--- src/rtl/wb_pkg.sv ---
// Shared types and load funct3 encodings for the write-back controller.
package wb_pkg;

    typedef enum logic [0:0] {
        IDLE,
        WAIT_MEM
    } wb_state_t;

    localparam logic [2:0] F3_LB  = 3'b000;
    localparam logic [2:0] F3_LH  = 3'b001;
    localparam logic [2:0] F3_LW  = 3'b010;
    localparam logic [2:0] F3_LBU = 3'b100;
    localparam logic [2:0] F3_LHU = 3'b101;

endpackage

--- src/rtl/wb_ctrl_load_align.sv ---
// Combinational load alignment: selects byte/half/word by offset, extends per funct3,
// and flags illegal funct3 or misaligned accesses.
module load_align
    import wb_pkg::*;
#(
    parameter int unsigned DATA_W = 32
) (
    input  logic [DATA_W-1:0] raw,
    input  logic [2:0]        funct3,
    input  logic [1:0]        offset,
    output logic [DATA_W-1:0] data,
    output logic              err
);

    logic [7:0]  byte_sel;
    logic [15:0] half_sel;

    always_comb begin
        byte_sel = raw[{offset, 3'b000} +: 8];
        half_sel = raw[{offset[1], 4'b0000} +: 16];
        data     = '0;
        err      = 1'b0;
        case (funct3)
            F3_LB:  data = {{(DATA_W-8){byte_sel[7]}}, byte_sel};
            F3_LBU: data = {{(DATA_W-8){1'b0}}, byte_sel};
            F3_LH: begin
                data = {{(DATA_W-16){half_sel[15]}}, half_sel};
                err  = offset[0];
            end
            F3_LHU: begin
                data = {{(DATA_W-16){1'b0}}, half_sel};
                err  = offset[0];
            end
            F3_LW: begin
                data = raw;
                err  = (offset != 2'b00);
            end
            default: err = 1'b1;
        endcase
    end

endmodule

--- src/rtl/wb_ctrl.sv ---
// Register-file write-back controller: ALU results and aligned load data, x0 masking, load stall.
// Optional response watchdog enabled by defining WB_TIMEOUT_EN.
module wb_ctrl
    import wb_pkg::*;
#(
    parameter int unsigned DATA_W         = 32,
    parameter int unsigned ADDR_W         = 5,
    parameter int unsigned TIMEOUT_CYCLES = 16
) (
    input  logic              clk,
    input  logic              rst,
    input  logic              alu_valid,
    output logic              alu_ready,
    input  logic [ADDR_W-1:0] alu_rd,
    input  logic [DATA_W-1:0] alu_result,
    input  logic              ld_valid,
    output logic              ld_ready,
    input  logic [ADDR_W-1:0] ld_rd,
    input  logic [2:0]        ld_funct3,
    input  logic [1:0]        ld_offset,
    input  logic              mem_rsp_valid,
    input  logic [DATA_W-1:0] mem_rsp_data,
    output logic [ADDR_W-1:0] wr_addr,
    output logic [DATA_W-1:0] wr_data,
    output logic              write_back_en,
    output logic              stall,
    output logic              ld_err
`ifdef WB_TIMEOUT_EN
    ,
    output logic              ld_timeout
`endif
);

    wb_state_t         state, next_state;
    logic [ADDR_W-1:0] pend_rd;
    logic [2:0]        pend_f3;
    logic [1:0]        pend_off;

    logic              alu_fire, ld_fire, rsp_fire, tmo_hit;
    logic [2:0]        align_f3;
    logic [1:0]        align_off;
    logic [DATA_W-1:0] align_data;
    logic              align_err;

    // One aligner serves both phases: in IDLE it vets the incoming load,
    // in WAIT_MEM it formats the response using the latched load fields.
    load_align #(.DATA_W(DATA_W)) u_align (
        .raw    (mem_rsp_data),
        .funct3 (align_f3),
        .offset (align_off),
        .data   (align_data),
        .err    (align_err)
    );

`ifdef WB_TIMEOUT_EN
    localparam int unsigned CNT_W = $clog2(TIMEOUT_CYCLES + 1);
    logic [CNT_W-1:0] tmo_cnt;

    assign tmo_hit = (state == WAIT_MEM) && !mem_rsp_valid
                     && (tmo_cnt == CNT_W'(TIMEOUT_CYCLES - 1));

    always_ff @(posedge clk) begin
        if (rst) begin
            tmo_cnt    <= '0;
            ld_timeout <= 1'b0;
        end else begin
            ld_timeout <= tmo_hit;
            if (state != WAIT_MEM || tmo_hit)
                tmo_cnt <= '0;
            else if (!mem_rsp_valid)
                tmo_cnt <= tmo_cnt + 1'b1;
        end
    end
`else
    assign tmo_hit = 1'b0;
`endif

    always_comb begin
        next_state = state;
        alu_ready  = 1'b0;
        ld_ready   = 1'b0;
        stall      = 1'b0;
        align_f3   = ld_funct3;
        align_off  = ld_offset;
        case (state)
            IDLE: begin
                alu_ready = 1'b1;
                ld_ready  = !alu_valid;
                if (ld_valid && !alu_valid && !align_err)
                    next_state = WAIT_MEM;
            end
            WAIT_MEM: begin
                stall     = 1'b1;
                align_f3  = pend_f3;
                align_off = pend_off;
                if (mem_rsp_valid || tmo_hit)
                    next_state = IDLE;
            end
            default: next_state = IDLE;
        endcase
    end

    assign alu_fire = alu_valid && alu_ready;
    assign ld_fire  = ld_valid && ld_ready;
    assign rsp_fire = (state == WAIT_MEM) && mem_rsp_valid;

    always_ff @(posedge clk) begin
        if (rst) begin
            state         <= IDLE;
            pend_rd       <= '0;
            pend_f3       <= '0;
            pend_off      <= '0;
            wr_addr       <= '0;
            wr_data       <= '0;
            write_back_en <= 1'b0;
            ld_err        <= 1'b0;
        end else begin
            state         <= next_state;
            write_back_en <= 1'b0;
            ld_err        <= ld_fire && align_err;
            if (ld_fire && !align_err) begin
                pend_rd  <= ld_rd;
                pend_f3  <= ld_funct3;
                pend_off <= ld_offset;
            end
            if (alu_fire && alu_rd != '0) begin
                write_back_en <= 1'b1;
                wr_addr       <= alu_rd;
                wr_data       <= alu_result;
            end else if (rsp_fire && pend_rd != '0) begin
                write_back_en <= 1'b1;
                wr_addr       <= pend_rd;
                wr_data       <= align_data;
            end
        end
    end

endmodule

--- config.mk ---
export PLATFORM = sky130hd
export DESIGN_NAME = wb_ctrl
export DESIGN_NICKNAME = d
export VERILOG_FILES = /design/src/rtl/wb_pkg.sv /design/src/rtl/wb_ctrl_load_align.sv /design/src/rtl/wb_ctrl.sv
export SDC_FILE = /design/constraint.sdc
export NUM_CORES = 1
export LEC_CHECK = 0
export ABC_CLOCK_PERIOD_IN_PS = 2000
export CELL_PAD_IN_SITES_DETAIL_PLACEMENT = 0
export CELL_PAD_IN_SITES_GLOBAL_PLACEMENT = 1
export CORE_MARGIN = 4
export CORE_UTILIZATION = 26
export DETAILED_ROUTE_END_ITERATION = 8
export PLACE_DENSITY_LB_ADDON = 0.1
export SYNTH_ARGS = -nofsm -noshare
export SYNTH_HDL_FRONTEND = slang
export SYNTH_SLANG_ARGS = --single-unit
--- constraint.sdc ---
create_clock -name clk -period 2 [get_ports clk]
set_clock_uncertainty 0.05 [all_clocks]
set_input_delay 0.4 -clock clk [delete_from_list [all_inputs] [get_ports clk]]
set_output_delay 0.4 -clock clk [all_outputs]
set_load 0.01 [all_outputs]
# [Yosys cells after proc, flatten, opt, wreduce, memory -nomap -nowiden]
# Index checks and enable logic that the tools add are counted.
[op_classes] reduce_logical=18 n_mux=16 eq_ne=4 shift=2 n_bitwise=1
[ops] operator="one-hot mux 32 bit (5 select lines)" count=1
[ops] operator="2-to-1 mux 32 bit" count=2
[ops] operator="variable part select 32 x 6 -> 16 bit" count=1
[ops] operator="variable part select 32 x 6 -> 8 bit" count=1
[ops] operator="2-to-1 mux 5 bit" count=2
[ops] operator="nonzero test 5 bit" count=2
[ops] operator="logical AND 1 bit" count=9
[ops] operator="2-to-1 mux 1 bit" count=7
[ops] operator="== test 3 bit (second input constant)" count=2
[ops] operator="nonzero test 2 bit" count=2
[ops] operator="OR reduction 2 bit" count=2
[ops] operator="== test 3 x 1 -> 1 bit (second input constant)" count=1
[ops] operator="== test 3 x 2 -> 1 bit (second input constant)" count=1
[ops] operator="logical NOT 3 bit" count=1
[ops] operator="2-to-1 mux 3 bit" count=1
[ops] operator="one-hot mux 1 bit (3 select lines)" count=1
[ops] operator="logical NOT 1 bit" count=2
[ops] operator="2-to-1 mux 2 bit" count=1
[ops] operator="one-hot mux 1 bit (2 select lines)" count=1
[ops] operator="NOT 1 bit" count=1
[word_totals] in_bits=84 out_inout_bits=42 ff_bits=50

# [Logic depth before layout (Yosys ltp)]
# Gate-level depths: netlist of run 1.
[logic_depth] depth_word=8 ltp_mapped=8 depth_no_buf=5

# [By module]
# Synthesis of run 1 repeated with hierarchy kept, for this count alone.
[unflattened] hier_cells=376 hier_area_um2=3088.0
[modules_own_cells] module="wb_ctrl" n_inst=1 cells_each=268 area_each_um2=2188.3 seq_area_each_um2=1001.0
[modules_own_cells] module="load_align" n_inst=1 cells_each=108 area_each_um2=899.6 seq_area_each_um2=0.0

# [Worst setup path after synthesis of run 1]
# OpenSTA, ideal clock, no wires.
[synth_timing] kind="register -> register" start="reg state" end="reg pend_f3[0]" setup_slack_ps=-30 stages_incl_launch_ff=8 t_arrival_ps=1853 required_time_ps=1822 n_path_buf=2 path_cell_list="dfxtp_1 > buf_6 > mux2i_2 > o21ai_1 > a221oi_2 > buf_4 > mux2i_1 > nor2_1"
[synth_between] elab_chain_len=6
[synth_lines] item="from (decl)" line="wb_ctrl.sv:34" text="wb_state_t state, next_state;"
[synth_lines] item="from (signal assigned)" line="wb_ctrl.sv:118" text="state <= next_state;"
[synth_lines] item="2-to-1 mux 3 bit" line="wb_ctrl.sv:85" text="case (state)"
[synth_lines] item="== test 3 x 1 -> 1 bit (tied with other cells)" line="wb_ctrl_load_align.sv:23" text="case (funct3)"
[synth_lines] item="OR reduction 2 bit (no line)"
[synth_lines] item="one-hot mux 1 bit (3 select lines)" line="wb_ctrl_load_align.sv:23"
[synth_lines] item="logical NOT 1 bit" line="wb_ctrl.sv:121" text="if (ld_fire && !align_err) begin"
[synth_lines] item="logical AND 1 bit *" line="wb_ctrl.sv:121"
[synth_lines] item="to (signal assigned)" line="wb_ctrl.sv:123" text="pend_f3 <= ld_funct3;"
[synth_lines] item="to (decl)" line="wb_ctrl.sv:36" text="logic [2:0] pend_f3;"
# Mark *: on every way between the ends. The rest lies on a longest branch, timed or not.
# A chain may end at the register's enable or synchronous reset.

# [Worst setup path in the final report of run 1]
[layout_timing] start="reg state" end="reg wr_data[11]"
[layout_between] elab_chain_len=5
[layout_lines] item="2-to-1 mux 2 bit or 2-to-1 mux 3 bit (tied branches)" line="wb_ctrl.sv:85"
[layout_lines] item="variable part select 32 x 6 -> 16 bit (tied with other cells)" line="wb_ctrl_load_align.sv:20" text="half_sel = raw[{offset[1], 4'b0000} +: 16];"
[layout_lines] item="one-hot mux 32 bit (5 select lines)" line="wb_ctrl_load_align.sv:23"
[layout_lines] item="2-to-1 mux 32 bit" line="wb_ctrl.sv:130" text="end else if (rsp_fire && pend_rd != '0) begin"
[layout_lines] item="2-to-1 mux 32 bit" line="wb_ctrl.sv:126" text="if (alu_fire && alu_rd != '0) begin"
[layout_lines] item="to (signal assigned)" line="wb_ctrl.sv:129" text="wr_data <= alu_result;"
[layout_lines] item="to (signal assigned)" line="wb_ctrl.sv:133" text="wr_data <= align_data;"
[layout_lines] item="to (decl)" line="wb_ctrl.sv:24" text="output logic [DATA_W-1:0] wr_data,"
# Several ways; a longest one is shown, not always the timed one. The select of a mux whose other input is x is not followed.

==> results of run 1 <==
kinds of logic after synthesis:
| group | count (synthesis) | share of synthesized area, % |
|---|---|---|
| and+or+nand+nor | 125 | 21.88 |
| DFF | 50 | 38.46 |
| buffers and inverters | 25 | 4.808 |
| muxes | 21 | 9.134 |
| AOI/OAI and AO/OA | 91 | 25.72 |
final cells by class:
cell class,instances,area (um^2)
fillers,984,5011
repair buffers,191,1838
multi-input cells,238,1638
flip-flops and latches,50,1005
well taps,133,166.4
clock buffers,7,96.34
inverters,3,11.26
clock inverters,1,8.758
placed cells by master (no fill, tap or decap), types with 3 or more instances in the layout:
| master | n |
|---|---|
| nand2_1 | 59 |
| nor3_1 | 4 |
| a21oi_1 | 20 |
| clkbuf_8 | 7 |
| o31ai_1 | 5 |
| a22oi_1 | 20 |
| nor2_1 | 23 |
| dlygate4sd2_1 | 3 |
| clkdlybuf4s50_1 | 116 |
| a221o_1 | 9 |
| buf_6 | 6 |
| dfxtp_1 | 49 |
| buf_4 | 57 |
| mux2_2 | 4 |
| a311oi_1 | 4 |
| mux2i_1 | 11 |
| a31oi_1 | 7 |
| nand3_1 | 16 |
| a2111oi_1 | 3 |
| o21ai_0 | 5 |
| dlymetal6s2s_1 | 5 |
synthesized netlist by cell type (3+ instances only):
| library cell | count | area [um^2] |
|---|---|---|
| nand2_1 | 61 | 229.0 |
| dfxtp_1 | 50 | 1001 |
| nor2_1 | 24 | 90.09 |
| a21oi_1 | 20 | 100.1 |
| a22oi_1 | 20 | 150.1 |
| nand3_1 | 18 | 90.09 |
| clkbuf_1 | 13 | 48.80 |
| mux2i_1 | 13 | 130.1 |
| a221o_1 | 9 | 90.09 |
| a31oi_1 | 7 | 43.79 |
| nor3_1 | 6 | 30.03 |
| a2111oi_0 | 5 | 43.79 |
| mux2_2 | 5 | 56.30 |
| o21ai_0 | 5 | 25.02 |
| o31ai_1 | 5 | 37.54 |
| a311oi_1 | 4 | 35.03 |
| buf_2 | 4 | 20.02 |
| o21ai_1 | 4 | 20.02 |
| buf_4 | 3 | 22.52 |
routing by layer:
| layer | GRT usage (%) | wire, um |
|---|---|---|
| met5 | 0 | 0 |
| met4 | 4.689 | 154 |
| met3 | 4.060 | 768 |
| met2 | 31.48 | 5357 |
| met1 | 24.54 | 4945 |
registers in the layout (all words and copies together) (netlist names):
signal         cells
pend_off           2
pend_f3            3
wr_addr            5
pend_rd            5
ld_err             1
wr_data           32
write_back_en      1
state              1
final timing paths:
kind | end | slack, ns | cells after the start | startpoint
max | wr_data[11] | -0.009 | 5 | state
min | wr_addr[4] | 0.40 | 3 | alu_rd[4]
max reg2reg | wr_data[11] | -0.009 | 5 | state
min reg2reg | wr_data[0] | 0.42 | 2 | wr_data[0]
per-stage QoR:
stage / utilization, % / hold WS, ns / cells
floorplan: - / 0.4116 / 312
global placement: 44.76 / 0.3868 / 606
detailed placement: 44.76 / 0.4035 / 606
CTS: 47.56 / 0.4242 / 620
global route: 48.73 / 0.3909 / 623
finish: 48.73 / 0.3991 / 623
power groups by stage:
stage	registers (mW)	clock network (mW)	logic, mW
after detailed placement	1.12	0	0.706
after CTS	1.10	0.703	0.759
after floorplan	1.14	0	0.232
final	1.10	0.678	0.778
after global placement	1.12	0	0.704
after global routing	1.10	0.748	0.836
worst min-delay path, cell delays in order:
cell	delay [ns]
dlymetal6s2s_1	0.15
nor2_1	0.11
a311oi_1	0.05
timing repair:
action | 4_1_cts | 5_1_grt
pin swaps | 4 | 4
buffers inserted | 4 | 2
gates resized for setup | 33 | 19
cloned | 2 | 1
setup endpoints to repair | 48 | 47
==> summary.md, run 1 <==
| Metric | Value |
|---|---|
| Status | finished with violations |
| Failing checks | negative setup slack |
| First DRT Iteration DRCs | 114 |
| IO Port Bufs | approximately 130 |
| Final instance area | 0.004763 mm^2 |
| Worst skew pair latency | 0.30 ns |
| Post-DRT Antenna Nets | 0 |
| Mapped Cells | 312 |
| Sequential fraction of the synthesis area | 38.46% |
| Synth warn | 0 |
| Fmax | approximately 500 MHz |
| Vias in the first global route | roughly 3.2k |
| CTS root buffer | clkbuf_8 |
| Post-DR vias/cell | 5.074 |
| Vias | between 3k and 4k |
| Combinational share of power | around 31% |
| Slowest cell on the critical path | mux4_2 |
| Mean routed wirelength per cell | around 18 um |
| Pwr Density | approximately 540 mW/mm^2 |
| TritonCTS clock tree | yes |
| Area Overhead vs Synth | 83.03% |
| CP Launch Type | flip-flop |
| Crit path buf inv count | 0 |
| GPL Wtd Cong | 0.8331 |
| Final max-slew violation count | 0 |
| Fraction of layout cells with a size suffix above 1 | between 20% and 30% |
| Initial Util | roughly a quarter |
| Endpoint class of the critical path | flip-flop |
| Antenna violations before repair | 0 |
| Io pins | about 130 |
| Post-route DRC violation count | 0 |
| Worst min path class | in -> reg |
| Setup WS post-layout | -0.009477 ns |
| Clock share of power | between 20% and 30% |
| Die width | 108.0 um |
| Final hold viol count | 0 |
| Worst Path Arrival | 2.16 ns |
| # diodes | 0 |
| Worst Tran Pin Value | roughly 0.63 ns |
| Count of flip-flops with a built-in enable after synthesis | 0 |
| Cell Int Power | around 1.8 mW |
| Hold-fix buffers at CTS | 0 |
| Post-Syn Nets | approximately 400 |
| Die height | ~110 um |
| Post-Route WL | 11230 um |
| Worst Path Required | between 2 and 2.5 ns |
| Cell Area, Placed | roughly 0.0044 mm^2 |
| DP Worst Slack | -0.5444 ns |
| Synth Register Bits | 50 |
| Rows | 36 |
| Global-route usage over all layers | roughly a fifth |
| CP cell instances | mux2_4 > mux4_2 > or3b_4 > a31oi_1 > a221o_1 |
| Worst-path clk slew | about 0.1 ns |
| Static Leak | 1.885 nW |
| Fin crit period | 2.009 ns |
| Number of H-tree levels | 2 |
| Num CTS Buffers | 5 |
| Flop pwr share | 42.9% |
| Core area | slightly below 0.01 mm^2 |
| Net switching power | about 0.7 mW |
| First-pass GRT wire length | between 15000 and 20000 um |
| Switching Share | 28.16% |
| Setup violations, final | 3 |
| CP top delay family | multiplexers |
| Max-cap violation count | 0 |
| Peak supply drop | 261.1 uV |
| Slowest stage delay, CP | 0.45 ns |
| CTS max path bufs | 2 |
| Rel. slew slack | between 50% and 60% |
| Sink Count | 50 |
| Overall Power | between 2 and 3 mW |
| Crit path kind | reg -> reg |
| Setup repair after global routing missed its margin | yes |
| Area of the mapped netlist | around 0.0026 mm^2 |
| Post-synth cell types | 46 |
| Dominant synthesized flop cell | dfxtp_1 |
| Syn avg cell area | between 8 and 9 um^2 |
| Total congestion overflow | 0 |
| Die area | around 0.012 mm^2 |
| Worst Path Max Fanout | 9 |
| Post-synthesis async set-or-reset flop share | 0% |
| Fin crit share | 100.5% |
| TritonRoute pass-1 iters | 4 |
| Fin nets | about 570 |
| Largest net degree at the start of global routing | 19 |
| Setup TNS | -0.01037 ns |
| DP Wirelength | 8231 um |
No activity file was read; power rests on OpenSTA's default activity.
==> run 2, diff against run 1 <==
- CAP_MARGIN: unset -> 30
==> results of run 2 <==
The final DEF is identical to that of run 1; final timing and power are the same.
